## src/rtl/admode1_operand_fetch.sv

```systemverilog
// Addressing-mode-1 operand fetch: decodes shifter_operand, reads Rm/Rs through the
// single synchronous register-file port and presents a handshaked bundle to the shifter.
module admode1_operand_fetch #(
    parameter logic [31:0] PC_IMM_OFS = 32'd8,
    parameter logic [31:0] PC_REG_OFS = 32'd12
) (
    input  logic        clk,
    input  logic        rst,
    input  logic        in_valid,
    output logic        in_ready,
    input  logic [31:0] in_instr,
    input  logic [31:0] in_pc,
    input  logic        in_c,
    output logic        rf_re,
    output logic [3:0]  rf_addr,
    input  logic [31:0] rf_rdata,
    output logic        out_valid,
    input  logic        out_ready,
    output logic [31:0] base,
    output logic [7:0]  amount,
    output logic        rg,
    output logic        f_c,
    output logic [1:0]  typ
);

    typedef enum logic [2:0] {
        S_IDLE = 3'd0,
        S_RM   = 3'd1,
        S_RS   = 3'd2,
        S_FIN  = 3'd3,
        S_OUT  = 3'd4
    } state_t;

    state_t      r_state;
    state_t      w_next;
    logic [11:0] r_op;
    logic [31:0] r_pc;
    logic [31:0] r_base;
    logic [7:0]  r_amount;
    logic        r_rg;
    logic        r_fc;
    logic [1:0]  r_typ;

    logic [3:0]  w_rm;
    logic [3:0]  w_rs;
    logic        w_reg_shift;
    logic [31:0] w_rm_val;
    logic [31:0] w_rs_val;
    logic        w_unused_bits;

    assign w_rm          = r_op[3:0];
    assign w_rs          = r_op[11:8];
    assign w_reg_shift   = r_op[4];
    assign w_unused_bits = &{in_instr[31:26], in_instr[24:12]};

    // r15 reads are substituted by the latched PC plus the pipeline offset of the form
    assign w_rm_val = (w_rm == 4'd15) ? (r_pc + (w_reg_shift ? PC_REG_OFS : PC_IMM_OFS)) : rf_rdata;
    assign w_rs_val = (w_rs == 4'd15) ? (r_pc + PC_REG_OFS) : rf_rdata;

    // State register
    always_ff @(posedge clk) begin
        if (rst) begin
            r_state <= S_IDLE;
        end else begin
            r_state <= w_next;
        end
    end

    // Next-state logic
    always_comb begin
        w_next = r_state;
        case (r_state)
            S_IDLE: begin
                if (in_valid) begin
                    w_next = in_instr[25] ? S_OUT : S_RM;
                end else begin
                    w_next = S_IDLE;
                end
            end
            S_RM:    w_next = w_reg_shift ? S_RS : S_FIN;
            S_RS:    w_next = S_FIN;
            S_FIN:   w_next = S_OUT;
            S_OUT: begin
                if (out_ready) begin
                    w_next = S_IDLE;
                end else begin
                    w_next = S_OUT;
                end
            end
            default: w_next = S_IDLE;
        endcase
    end

    // Output decode from the state register
    always_comb begin
        in_ready  = (r_state == S_IDLE);
        out_valid = (r_state == S_OUT);
        rf_re     = 1'b0;
        rf_addr   = 4'd0;
        case (r_state)
            S_RM: begin
                rf_addr = w_rm;
                rf_re   = (w_rm != 4'd15);
            end
            S_RS: begin
                rf_addr = w_rs;
                rf_re   = (w_rs != 4'd15);
            end
            default: begin
                rf_re   = 1'b0;
                rf_addr = 4'd0;
            end
        endcase
    end

    // Instruction latch and shifter bundle registers
    always_ff @(posedge clk) begin
        if (rst) begin
            r_op     <= 12'd0;
            r_pc     <= 32'd0;
            r_base   <= 32'd0;
            r_amount <= 8'd0;
            r_rg     <= 1'b0;
            r_fc     <= 1'b0;
            r_typ    <= 2'd0;
        end else begin
            case (r_state)
                S_IDLE: begin
                    if (in_valid) begin
                        r_op <= in_instr[11:0];
                        r_pc <= in_pc;
                        r_fc <= in_c;
                        if (in_instr[25]) begin
                            r_base <= {24'd0, in_instr[7:0]};
                            if (in_instr[11:8] == 4'd0) begin
                                r_typ    <= 2'b00;
                                r_amount <= 8'd0;
                                r_rg     <= 1'b0;
                            end else begin
                                r_typ    <= 2'b11;
                                r_amount <= {3'b000, in_instr[11:8], 1'b0};
                                r_rg     <= 1'b1;
                            end
                        end else begin
                            r_typ <= in_instr[6:5];
                            r_rg  <= in_instr[4];
                            if (!in_instr[4]) begin
                                r_amount <= {3'b000, in_instr[11:7]};
                            end
                        end
                    end
                end
                S_RS: r_base <= w_rm_val;
                S_FIN: begin
                    if (w_reg_shift) begin
                        r_amount <= w_rs_val[7:0];
                    end else begin
                        r_base <= w_rm_val;
                    end
                end
                default: r_pc <= r_pc;
            endcase
        end
    end

    assign base   = r_base;
    assign amount = r_amount;
    assign rg     = r_rg;
    assign f_c    = r_fc;
    assign typ    = r_typ;

endmodule

```

## config.mk

```make
export PLATFORM = sky130hd
export DESIGN_NAME = admode1_operand_fetch
export DESIGN_NICKNAME = d
export VERILOG_FILES = /design/src/rtl/admode1_operand_fetch.sv
export SDC_FILE = /design/constraint.sdc
export NUM_CORES = 1
export LEC_CHECK = 0
export ABC_AREA = 1
export CORE_MARGIN = 1.5
export CORE_UTILIZATION = 35
export CTS_BUF_LIST = sky130_fd_sc_hd__clkbuf_8 sky130_fd_sc_hd__clkbuf_16
export DETAILED_ROUTE_END_ITERATION = 10
export PLACE_DENSITY = 0.67
export SYNTH_ARGS = -nofsm -noshare
export SYNTH_HDL_FRONTEND = slang
export SYNTH_SLANG_ARGS = --single-unit
export TNS_END_PERCENT = 100
```

## constraint.sdc

```tcl
create_clock -name clk -period 1.95 [get_ports clk]
set_clock_uncertainty 0.2 [all_clocks]
set_input_delay 0.39 -clock clk [delete_from_list [all_inputs] [get_ports clk]]
set_output_delay 0.39 -clock clk [all_outputs]
set_load 0.01 [all_outputs]
```

Word level (Yosys, flattened, before mapping)
Cells that the tools add are included.

storage, ports and cells
  bits in writable memories = 0
  memories = 0
  logic and storage cells = 54
  flip-flop bits (word level) = 91
  bits of input ports = 101
  bits in latches = 0
  ROM bits = 0
  output and inout port bits = 51

cells by class
  magnitude comparators = 0
  $mul = 0
  divide/modulo/power cells = 0
  muxes and demuxes = 24
  add/sub/neg operators = 2
  bitwise gates (word level) = 0
  equal/unequal tests = 13
  shifts and indexed selects = 0
  reductions and logical operators = 7

operators with widths
  cell                                                                     count
  32-bit 2-to-1 mux                                                        4
  32-bit one-hot mux with 3 select lines                                   1
  8-bit 2-to-1 mux                                                         5
  32-bit by 4-bit adder with 32-bit output                                 1
  8-bit one-hot mux with 2 select lines                                    1
  3-bit one-hot mux with 5 select lines                                    1
  3-bit 2-to-1 mux                                                         4
  8-bit by 4-bit adder with 8-bit output, second input constant            1
  4-bit equality test, second input constant                               2
  4-bit inequality test, second input constant                             2
  4-bit one-hot mux with 2 select lines                                    1
  4-bit AND reduction                                                      2
  3-bit by 2-bit equality test with 1-bit output, second input constant    2
  2-bit inequality test, second input constant                             3
  5-bit 2-to-1 mux                                                         1
  4-bit zero test                                                          1
  2-bit 2-to-1 mux                                                         2
  3-bit by 1-bit equality test with 1-bit output, second input constant    1
  3-bit equality test, second input constant                               1
  3-bit zero test                                                          1
  1-bit 2-to-1 mux                                                         3
  3-bit by 2-bit inequality test with 1-bit output, second input constant  1
  3-bit nonzero test                                                       1
  2-bit by 1-bit inequality test with 1-bit output, second input constant  1
  3 further kinds                                                          3

Logic depth before layout (Yosys ltp)
Gate-level depths: netlist (run 1).

  word-level depth = 5
  gate-level depth with buffers = 12
  depth with buffers taken out = 12

Worst setup path after synthesis (run 1)
Ideal clock, no wire load.

  path kind = reg-to-output
  start = register r_state[2]
  end = output rf_re
  data arrival time = 1.259 ns
  path buffers = 0
  slack = 0.101 ns
  required time = 1.360 ns
  stages on the path, launching flop included = 6
  cells stage by stage = dfxtp_1 -> inv_2 -> nand2_1 -> nor2_1 -> o21ai_0 -> a41oi_1

between the ends
  longest elaborated chain between the ends = 2
  elaborated cells between the ends (all ways) = 3
  classes of those cells = eq/ne (2); mux (1)

RTL lines
  element                                                                                                           RTL line  source
  start: declaration                                                                                                34        state_t r_state;
  start signal: assignment                                                                                          65        r_state <= w_next;
  3-bit by 2-bit equality test with 1-bit output or 3-bit by 1-bit equality test with 1-bit output (tied branches)  100       case (r_state)
  1-bit one-hot mux with 2 select lines *                                                                           100
  end: declaration                                                                                                  14        output logic rf_re,

Mark *: on every way between the ends. The rest lies on a longest branch, timed or not.

Worst setup path after layout (run 1)
  start = register r_state[0]
  end = output rf_re

Same word-level chain as after synthesis.

==> results.yml, run 1 <==
run_status:
  status: "complete, but fails checks"
  violations: "setup timing"
placed_design:
  dp_cells: 1049
  hpwl_um: 11900
  place_congestion: 0.928
  postPlaceCellArea_um2: 6460
  io_buffers: 132
synth:
  synth_top_area_cell: "dfxtp_1"
  ys.flop_type: "dfxtp_1"
  ys_async_sr_fraction_pct: 0
  ys_seq_area_share_pct: 38.0
  synth.cell_area_um2: 4630
  synth_cell_types: 27
  synth_edf_count: 0
  synth_top_area_share_pct: 38.0
  postSynthAreaPerCell_um2: 6.35
  ys_warn_count: 0
  syn_inst: 729
  synth_top_cells_by_area: "dfxtp_1 38%, nand2_1 13%, a21oi_1 11%"
  synth_seq_cells: 88
  syn-num-nets: 833
final_layout:
  fin_util_pct: 55.0
  fillers: 1242
  drive_above_1_share_pct: 13.9
  syn2layout_area_growth_pct: 51.7
  final_nets: 1005
  layout_commonest_cell: "nand2_1"
  layout_common_cells: "154 x nand2_1, 125 x clkdlybuf4s50_1, 112 x nor2_1, 98 x a21oi_1, 82 x dfxtp_1"
  antenna_cells: 0
  final_cells: 1078
  final_area_um2: 7030
flow_run:
  maxCapViolCount: 0
timing:
  period_minus_slack_ns: 2.09
  slew-limit-headroom_pct: 72.6
  fmax_mhz: 479
  finalHoldViolations: 0
  setup_violations: 7
  setup_slack_ns: -0.137
  worst_slew_pin_slew_ns: 0.406
  rsz0062_at_grt: "true"
  drv_slew: 0
  holdWs_ns: 0.264
  fin_crit_sh_pct: 107
floorplan:
  initial_core_util_pct: 36.3
  die_x_um: 118
  row_count: 41
  die_h_um: 118
  die_area_um2: 13900
  core_area_um2: 12800
  io_pins: 152
routing:
  drt-total-wl_um: 16000
  vias_per_cell: 4.90
  vias: 5283
  drc: 0
  dr.pass1.iters: 6
  wire_per_inst_um: 14.8
  drt_iter0_drc: 370
  ant_nets: 0
global_route:
  grt_pass1_wl_um: 24600
  grt_usage_pct: 22.2
  antenna_found_initial: 0
  grt_pass1_vias: 4844
  grt_max_degree: 47
  overflow: 0
hold_path:
  holdPathStages: 2
  hp-class: "reg2reg"
critical_path:
  rr_worst_depth: 10
  worstPathRequired_ns: 1.36
  arrival_ns: 1.50
  crit_type: "reg2out"
  cp_max_fo: 3
  startpoint_type: "register"
  worstSetupEndpointType: "output port"
cts:
  path_clk_slew_ns: 0.06
  ctsRootBufferMaster: "clkbuf_16"
  cts_inserted_buffers: 9
  htreeDepth: 3
  tritoncts: "built"
  clockBufferDepth: 2
  insertion_delay_ns: 0.34
  clock-sinks: 88
power:
  leakage_nw: 2.68
  vdd_drop_max_v: 0.000415
  p_per_area_nw_per_um2: 858
==> routing by layer <==
metal  up-vias  global-route usage (%)  share of wire, %
met5         -                       0                 0
met4         0                    7.77               2.3
met3        24                    2.66               5.1
met2       170                    34.8                45
met1      2364                    31.5                48
li1       2725                       -                 -
==> where the power goes <==
part	switching [mW]	internal [mW]
Clock	0.729	1.11
Combinational	0.992	0.921
Sequential	0.214	2.06
Total	1.94	4.10
==> path summary, 6_finish.rpt <==
check	from	end	slack, ns
worst max register to register	r_state[0]	base[7]	0.07
worst max-delay path	r_state[0]	rf_re	-0.14
worst min register to register	base[30]	base[30]	0.26
worst min-delay path	base[30]	base[30]	0.26
==> registers in the layout (all words and copies together), names as in the netlist <==
name / count
amount: 8
base: 32
f_c: 1
r_op: 9
r_pc: 32
r_state: 3
rg: 1
typ: 2
==> layout make-up <==
class                           instances  area (um^2)  share of cell area [%]
Multi-Input combinational cell        541         2610                    37.1
Inverter                               68          258                    3.67
Clock inverter                          7         88.8                    1.26
Sequential cell                        88         1780                    25.3
Timing Repair Buffer                  193         1850                    26.4
Clock buffer                            9          225                    3.21
Tap cell                              172          215                    3.06
==> cell usage after synthesis, types with 2 or more instances <==
cell type,n
a21oi_1,99
a31oi_1,3
buf_1,2
buf_2,12
clkbuf_1,18
dfxtp_1,88
ha_1,3
inv_1,62
inv_2,6
nand2_1,159
nand2_2,3
nand3_1,38
nand4_1,5
nor2_1,116
nor2_2,2
nor2_4,3
nor3_1,2
o211ai_1,2
o21ai_0,91
xnor2_1,3
xor2_1,6
==> critical path, stage by stage (launching register included) <==
cell	delay, ns
dfxtp_4	0.36
inv_2	0.04
nor3_2	0.19
inv_1	0.09
o21ai_0	0.09
inv_1	0.09
a41oi_2	0.15
buf_2	0.15
==> cell families (layout without fill, tap and decap cells) <==
group | Yosys count | after routing | synth area share, %
AOI/OAI and AO/OA | 199 | 199 | 21.9
xor gates and xnor gates | 9 | 9 | 1.70
adders and majority gates | 3 | 3 | 0.810
buffers and inverters | 101 | 277 | 8.59
DFF | 88 | 88 | 38.0
and+or+nand+nor | 329 | 330 | 28.9
==> repair_timing <==
| item | in CTS | in global routing |
|---|---|---|
| hold buffers | 0 | 0 |
| buffers inserted | 4 | 8 |
| gates resized for setup | 39 | 42 |
| pin swaps | 3 | 11 |
| setup endpoints to repair | 13 | 47 |
| gates cloned | 0 | 2 |
==> per-stage QoR <==
step / TNS [ns] / setup slack (ns) / power [mW]
finish: -0.366 / -0.137 / 6.03
global route: -0.808 / -0.181 / 6.32
CTS: -0.212 / -0.0881 / 5.86
detailed placement: -1.33 / -0.262 / 4.01
global placement: -0.882 / -0.234 / 4.00
floorplan: 0 / 0.101 / 3.11
Power figures use the tool's default switching activity.
==> run 2, diff against run 1 <==
--- a/config.mk
+++ b/config.mk
@@ -11,5 +11,5 @@
 export CTS_BUF_LIST = sky130_fd_sc_hd__clkbuf_8 sky130_fd_sc_hd__clkbuf_16
 export DETAILED_ROUTE_END_ITERATION = 10
-export PLACE_DENSITY = 0.67
+export PLACE_DENSITY = 0.65
 export SYNTH_ARGS = -nofsm -noshare
 export SYNTH_HDL_FRONTEND = slang
==> constraint.sdc (replaced) <==
create_clock -name clk -period 2 [get_ports clk]
set_clock_uncertainty 0.2 [all_clocks]
set_input_delay 0.4 -clock clk [delete_from_list [all_inputs] [get_ports clk]]
set_output_delay 0.4 -clock clk [all_outputs]
set_load 0.02 [all_outputs]
==> run 2 against run 1 <==
Net effect:
- the run still ends with setup timing left
- die area stayed put
- first-iteration DRC count is 0.27% lower
- clock-buffer cell count stayed put
- sequential share of layout area is 0.30 points lower
- sequential power is 3% lower
- non-clock buffer count is 1 lower
- register-to-register slack worse by 0.05 ns
- utilization is 0.62 points higher
- cell area is 1.1% higher
- clock power is 4% higher
- critical path type unchanged
- largest cell class unchanged
==> results.yml, run 2 (same netlist as run 1, synthesis figures left out) <==
critical_path:
  crit_type: "reg2out"
  path_cells: "inv_4 > nand2_4 > nor2_4 > buf_6 > nand2_4 > o21ai_2 > a41oi_2 > buf_4"
  critPathMaxStageDelay_ns: 0.37
  r2r_end: "r_state[1]"
  rr_worst_depth: 13
  slowest_stage: "dfxtp_4"
  worstReg2RegStart: "r_state[2]"
  cp_max_fo: 5
  arrival_ns: 1.53
  cpMostUsedCell: "nand2_4"
  worstPathRequired_ns: 1.40
  worstSetupEndpointType: "output port"
  startpoint_type: "register"
  worst-r2r-setup-slack_ns: 0.02
timing:
  worst_slew_pin_slew_ns: 0.326
  finalSetupTns_ns: -0.212
  setup_violations: 3
  finalHoldViolations: 0
  fin_crit_sh_pct: 106
  period_minus_slack_ns: 2.13
  setup_slack_ns: -0.128
  fmax_mhz: 470
  slew-limit-headroom_pct: 78.0
  rsz0062_at_grt: "true"
  drv_slew: 0
routing:
  ant_nets: 0
  drt-met1-wl_um: 7580
  wire_per_inst_um: 15.1
  wl_met2_um: 7370
  drc: 0
  dr.pass1.iters: 6
  highest_layer: "met4"
  met3_length_um: 832
  vias_per_cell: 4.97
  drt-total-wl_um: 16200
  drt_iter0_drc: 369
  vias: 5343
cts:
  ctsRootBufferMaster: "clkbuf_16"
  htreeDepth: 3
  clockBufferDepth: 2
  cts_inserted_buffers: 9
  tritoncts: "built"
  insertion_delay_ns: 0.34
  clock-sinks: 88
  postCtsHoldBufs: 0
  path_clk_slew_ns: 0.06
flow_run:
  maxCapViolCount: 0
final_layout:
  layout_commonest_cell: "nand2_1"
  drive_above_1_share_pct: 14.9
  syn2layout_area_growth_pct: 53.4
  layout_common_cells: "153 x nand2_1, 125 x clkdlybuf4s50_1, 108 x nor2_1, 98 x a21oi_1, 83 x dfxtp_1"
  final_nets: 1003
  final_cells: 1076
  antenna_cells: 0
  fillers: 1226
  fin_util_pct: 55.6
floorplan:
  die_x_um: 118
  initial_core_util_pct: 36.3
  die_area_um2: 13900
  core_area_um2: 12800
  die_h_um: 118
  io_pins: 152
  row_count: 41
power:
  switching_power_mw: 2.00
  internal-power_mw: 4.13
  clkPwrFrac_pct: 31.3
  sw_frac_of_total_pct: 32.6
  seqPwrFrac_pct: 36.2
  leakage_nw: 2.72
  p_per_area_nw_per_um2: 863
  power_mw: 6.13
  vdd_drop_max_v: 0.000498
  p_comb_share_pct: 32.5
placed_design:
  hpwl_um: 11700
  place_congestion: 1.00
  io_buffers: 132
  dp_cells: 1040
hold_path:
  min_from: "base[23]"
  min_to: "base[23]"
  hp-class: "reg2reg"
  holdPathStages: 2
run_status:
  violations: "setup timing"
  status: "complete, but fails checks"
global_route:
  antenna_found_initial: 0
  grt_usage_pct: 23.1
  grt_max_degree: 41
  overflow: 0
  grt_pass1_vias: 5114
  grt_pass1_wl_um: 25800
## run 2: power by group through the flow
| stage | Combinational [mW] | Clock (mW) | Sequential [mW] |
|---|---|---|---|
| after floorplan | 0.822 | 0 | 2.31 |
| after global placement | 1.72 | 0 | 2.23 |
| after detailed placement | 1.74 | 0 | 2.23 |
| after CTS | 1.89 | 1.95 | 2.20 |
| after global routing | 2.17 | 2.03 | 2.25 |
| final | 1.99 | 1.92 | 2.22 |
## run 2: critical path, delay by kind of cell (launching register included)
family	cells	cell delay, ns
simple gates	3	0.23
compound gates	2	0.18
flops	1	0.37
buf+inv	3	0.40
## run 2: final cells by class
class | count | area [um^2] | share of cell area [%]
clock buffers | 9 | 225 | 3.17
clock inverters | 7 | 111 | 1.57
inverters | 68 | 260 | 3.66
multi-input cells | 540 | 2660 | 37.5
flip-flops and latches | 88 | 1780 | 25.0
well taps | 172 | 215 | 3.03
repair buffers | 192 | 1850 | 26.1
## run 2: how the worst max path moves through the flow
stage | startpoint | endpoint | slack [ns] | cells past startpoint
finish | r_state[2] | rf_re | -0.13 | 8
detailed placement | r_state[2] | rf_re | -0.29 | 8
global route | r_state[2] | rf_re | -0.19 | 8
CTS | r_state[2] | rf_re | -0.09 | 8
global placement | r_state[2] | rf_re | -0.28 | 8
floorplan | r_state[2] | rf_re | 0.09 | 5
## run 2: stage by stage
stage | cell area (um^2) | setup WS [ns] | hold WS (ns)
after floorplan | 4640 | 0.0878 | 0.237
after global placement | 6400 | -0.277 | 0.253
after detailed placement | 6400 | -0.289 | 0.256
after CTS | 6930 | -0.0860 | 0.266
after global routing | 7100 | -0.191 | 0.288
final | 7100 | -0.128 | 0.262
## run 2: layer usage
metal  track usage, %  vias to the layer above
met5                0                        -
met4             8.08                        0
met3             3.54                       34
met2             36.6                      164
met1             31.9                     2429
li1                 -                     2716
## run 2: repair_timing
item / 4_1_cts / 5_1_grt
gates cloned: 1 / 0
buffers inserted: 16 / 3
resized for setup: 69 / 49
endpoints found under the setup margin: 7 / 41
pin swaps: 3 / 10
==> run 3, diff against run 2 <==
CORE_MARGIN = 4   (was 1.5)
==> run 3 against run 2 <==
Net effect:
- the flow still finishes with violations (setup timing)
- worst hold slack about the same
- largest cell class unchanged
- largest power group unchanged
- die area increased by 8.7%
- setup slack improved by 0.050 ns
- critical path depth decreased by 2
- combinational power decreased by 4%
==> results.yml, run 3 (same netlist as run 1, synthesis figures left out) <==
run_status:
  status: "complete, but fails checks"
  violations: "setup timing"
critical_path:
  cp_max_fo: 5
  worstReg2RegStart: "r_op[4]"
  cpMostUsedCell: "buf_6"
  worstPathRequired_ns: 1.40
  r2r_end: "base[8]"
  crit_type: "reg2out"
  startpoint_type: "register"
  arrival_ns: 1.48
  worstSetupEndpointType: "output port"
  worst-r2r-setup-slack_ns: 0.12
  rr_worst_depth: 8
  critPathMaxStageDelay_ns: 0.36
  slowest_stage: "dfxtp_4"
  path_cells: "buf_6 > nor2_4 > buf_6 > o21ai_2 > a41oi_2 > buf_4"
power:
  p_per_area_nw_per_um2: 850
  leakage_nw: 2.63
  power_mw: 5.90
  internal-power_mw: 3.94
  p_comb_share_pct: 32.4
  vdd_drop_max_v: 0.000395
  clkPwrFrac_pct: 29.9
  seqPwrFrac_pct: 37.7
  switching_power_mw: 1.96
  sw_frac_of_total_pct: 33.3
routing:
  wire_per_inst_um: 15.2
  vias_per_cell: 4.90
  drt-total-wl_um: 16200
  dr.pass1.iters: 5
  drc: 0
  drt_iter0_drc: 300
  ant_nets: 0
  vias: 5209
final_layout:
  drive_above_1_share_pct: 12.5
  multi_input_comb_area_um2: 2610
  regArea_um2: 1780
  layout_common_cells: "153 x nand2_1, 125 x clkdlybuf4s50_1, 113 x nor2_1, 98 x a21oi_1, 83 x dfxtp_1"
  fin_util_pct: 54.3
  syn2layout_area_growth_pct: 49.8
  layout_commonest_cell: "nand2_1"
  final_nets: 991
  fillers: 1286
  antenna_cells: 0
floorplan:
  die_x_um: 123
  io_pins: 152
  die_area_um2: 15100
  core_area_um2: 12800
  initial_core_util_pct: 36.3
  row_count: 41
  die_h_um: 123
hold_path:
  min_from: "base[8]"
  holdPathStages: 2
  hp-class: "reg2reg"
  min_to: "base[8]"
global_route:
  antenna_found_initial: 0
  overflow: 0
  grt_max_degree: 44
  grt_pass1_wl_um: 25200
  grt_pass1_vias: 4975
  grt_usage_pct: 21.2
cts:
  path_clk_slew_ns: 0.06
  cts_inserted_buffers: 9
  clock-sinks: 88
  postCtsHoldBufs: 0
  htreeDepth: 3
  ctsRootBufferMaster: "clkbuf_16"
  clockBufferDepth: 2
  insertion_delay_ns: 0.35
  tritoncts: "built"
placed_design:
  hpwl_um: 12100
  post-place-ws_ns: -0.322
  place_congestion: 0.934
  io_buffers: 132
timing:
  period_minus_slack_ns: 2.08
  rsz0062_at_grt: "true"
  setup_slack_ns: -0.0773
  drv_slew: 0
  worst_slew_pin_slew_ns: 0.387
  finalSetupTns_ns: -0.0925
  fmax_mhz: 481
  setup_violations: 3
  slew-limit-headroom_pct: 74.2
  finalHoldViolations: 0
  fin_crit_sh_pct: 104
flow_run:
  maxCapViolCount: 0
[run 3: changes by cell type in the layout (fill, tap and decap cells not counted), sizes merged]
| cell | previous run | this run |
|---|---|---|
| bufinv | 3 | 1 |
| inv | 69 | 68 |
| buf | 67 | 52 |
| nand2 | 163 | 164 |
| clkbuf | 9 | 12 |
| clkdlybuf4s15 | 0 | 2 |
| clkinvlp | 1 | 0 |
[run 3: worst max-delay path by stage]
stage	cells after the start	slack, ns	end	start
2_1_floorplan	5	0.09	rf_re	r_state[2]
3_3_place_gp	8	-0.29	rf_re	r_state[2]
3_5_place_dp	8	-0.32	rf_re	r_state[2]
4_1_cts	7	-0.08	rf_re	r_state[2]
5_1_grt	8	-0.14	rf_re	r_state[2]
6_report	6	-0.08	rf_re	r_state[0]
[run 3: critical path, delay by kind of cell (launching register included)]
kind / cells / cell delay, ns
AOI/OAI and AO/OA: 2 / 0.24
buffers and inverters: 3 / 0.42
DFF: 1 / 0.36
and+or+nand+nor: 1 / 0.11
[run 3: what timing repair did]
action,CTS,global route
setup endpoints to repair,7,47
cloned,1,1
gates resized for setup,61,37
setup buffers,4,5
pin swaps,2,9
[run 3: power by group through the flow]
stage	combinational, mW	sequential [mW]	clock (mW)
2_1_floorplan	0.822	2.31	0
3_3_place_gp	1.75	2.23	0
3_5_place_dp	1.76	2.24	0
4_1_cts	1.82	2.21	1.78
5_1_grt	2.09	2.25	1.87
6_report	1.91	2.22	1.77
[run 3: metal layers]
layer / up-vias / track usage (%) / share of wire [%]
li1: 2699 / - / -
met1: 2335 / 30.2 / 48
met2: 156 / 32.9 / 45
met3: 19 / 3.43 / 5.7
met4: 0 / 6.23 / 1.6
met5: - / 0 / 0
[run 3: cell type report]
type | count | share of cell area [%]
Timing Repair Buffer | 179 | 25.5
Tap cell | 172 | 3.10
Clock inverter | 3 | 0.577
Sequential cell | 88 | 25.6
Clock buffer | 12 | 3.84
Inverter | 68 | 3.82
Multi-Input combinational cell | 541 | 37.5
[run 3: through the flow]
step	instance area, um^2	hold WS (ns)	instances
after floorplan	4640	0.237	729
after global placement	6400	0.250	1037
after global routing	6940	0.285	1063
final	6940	0.262	1063
after CTS	6800	0.263	1057
after detailed placement	6400	0.252	1037
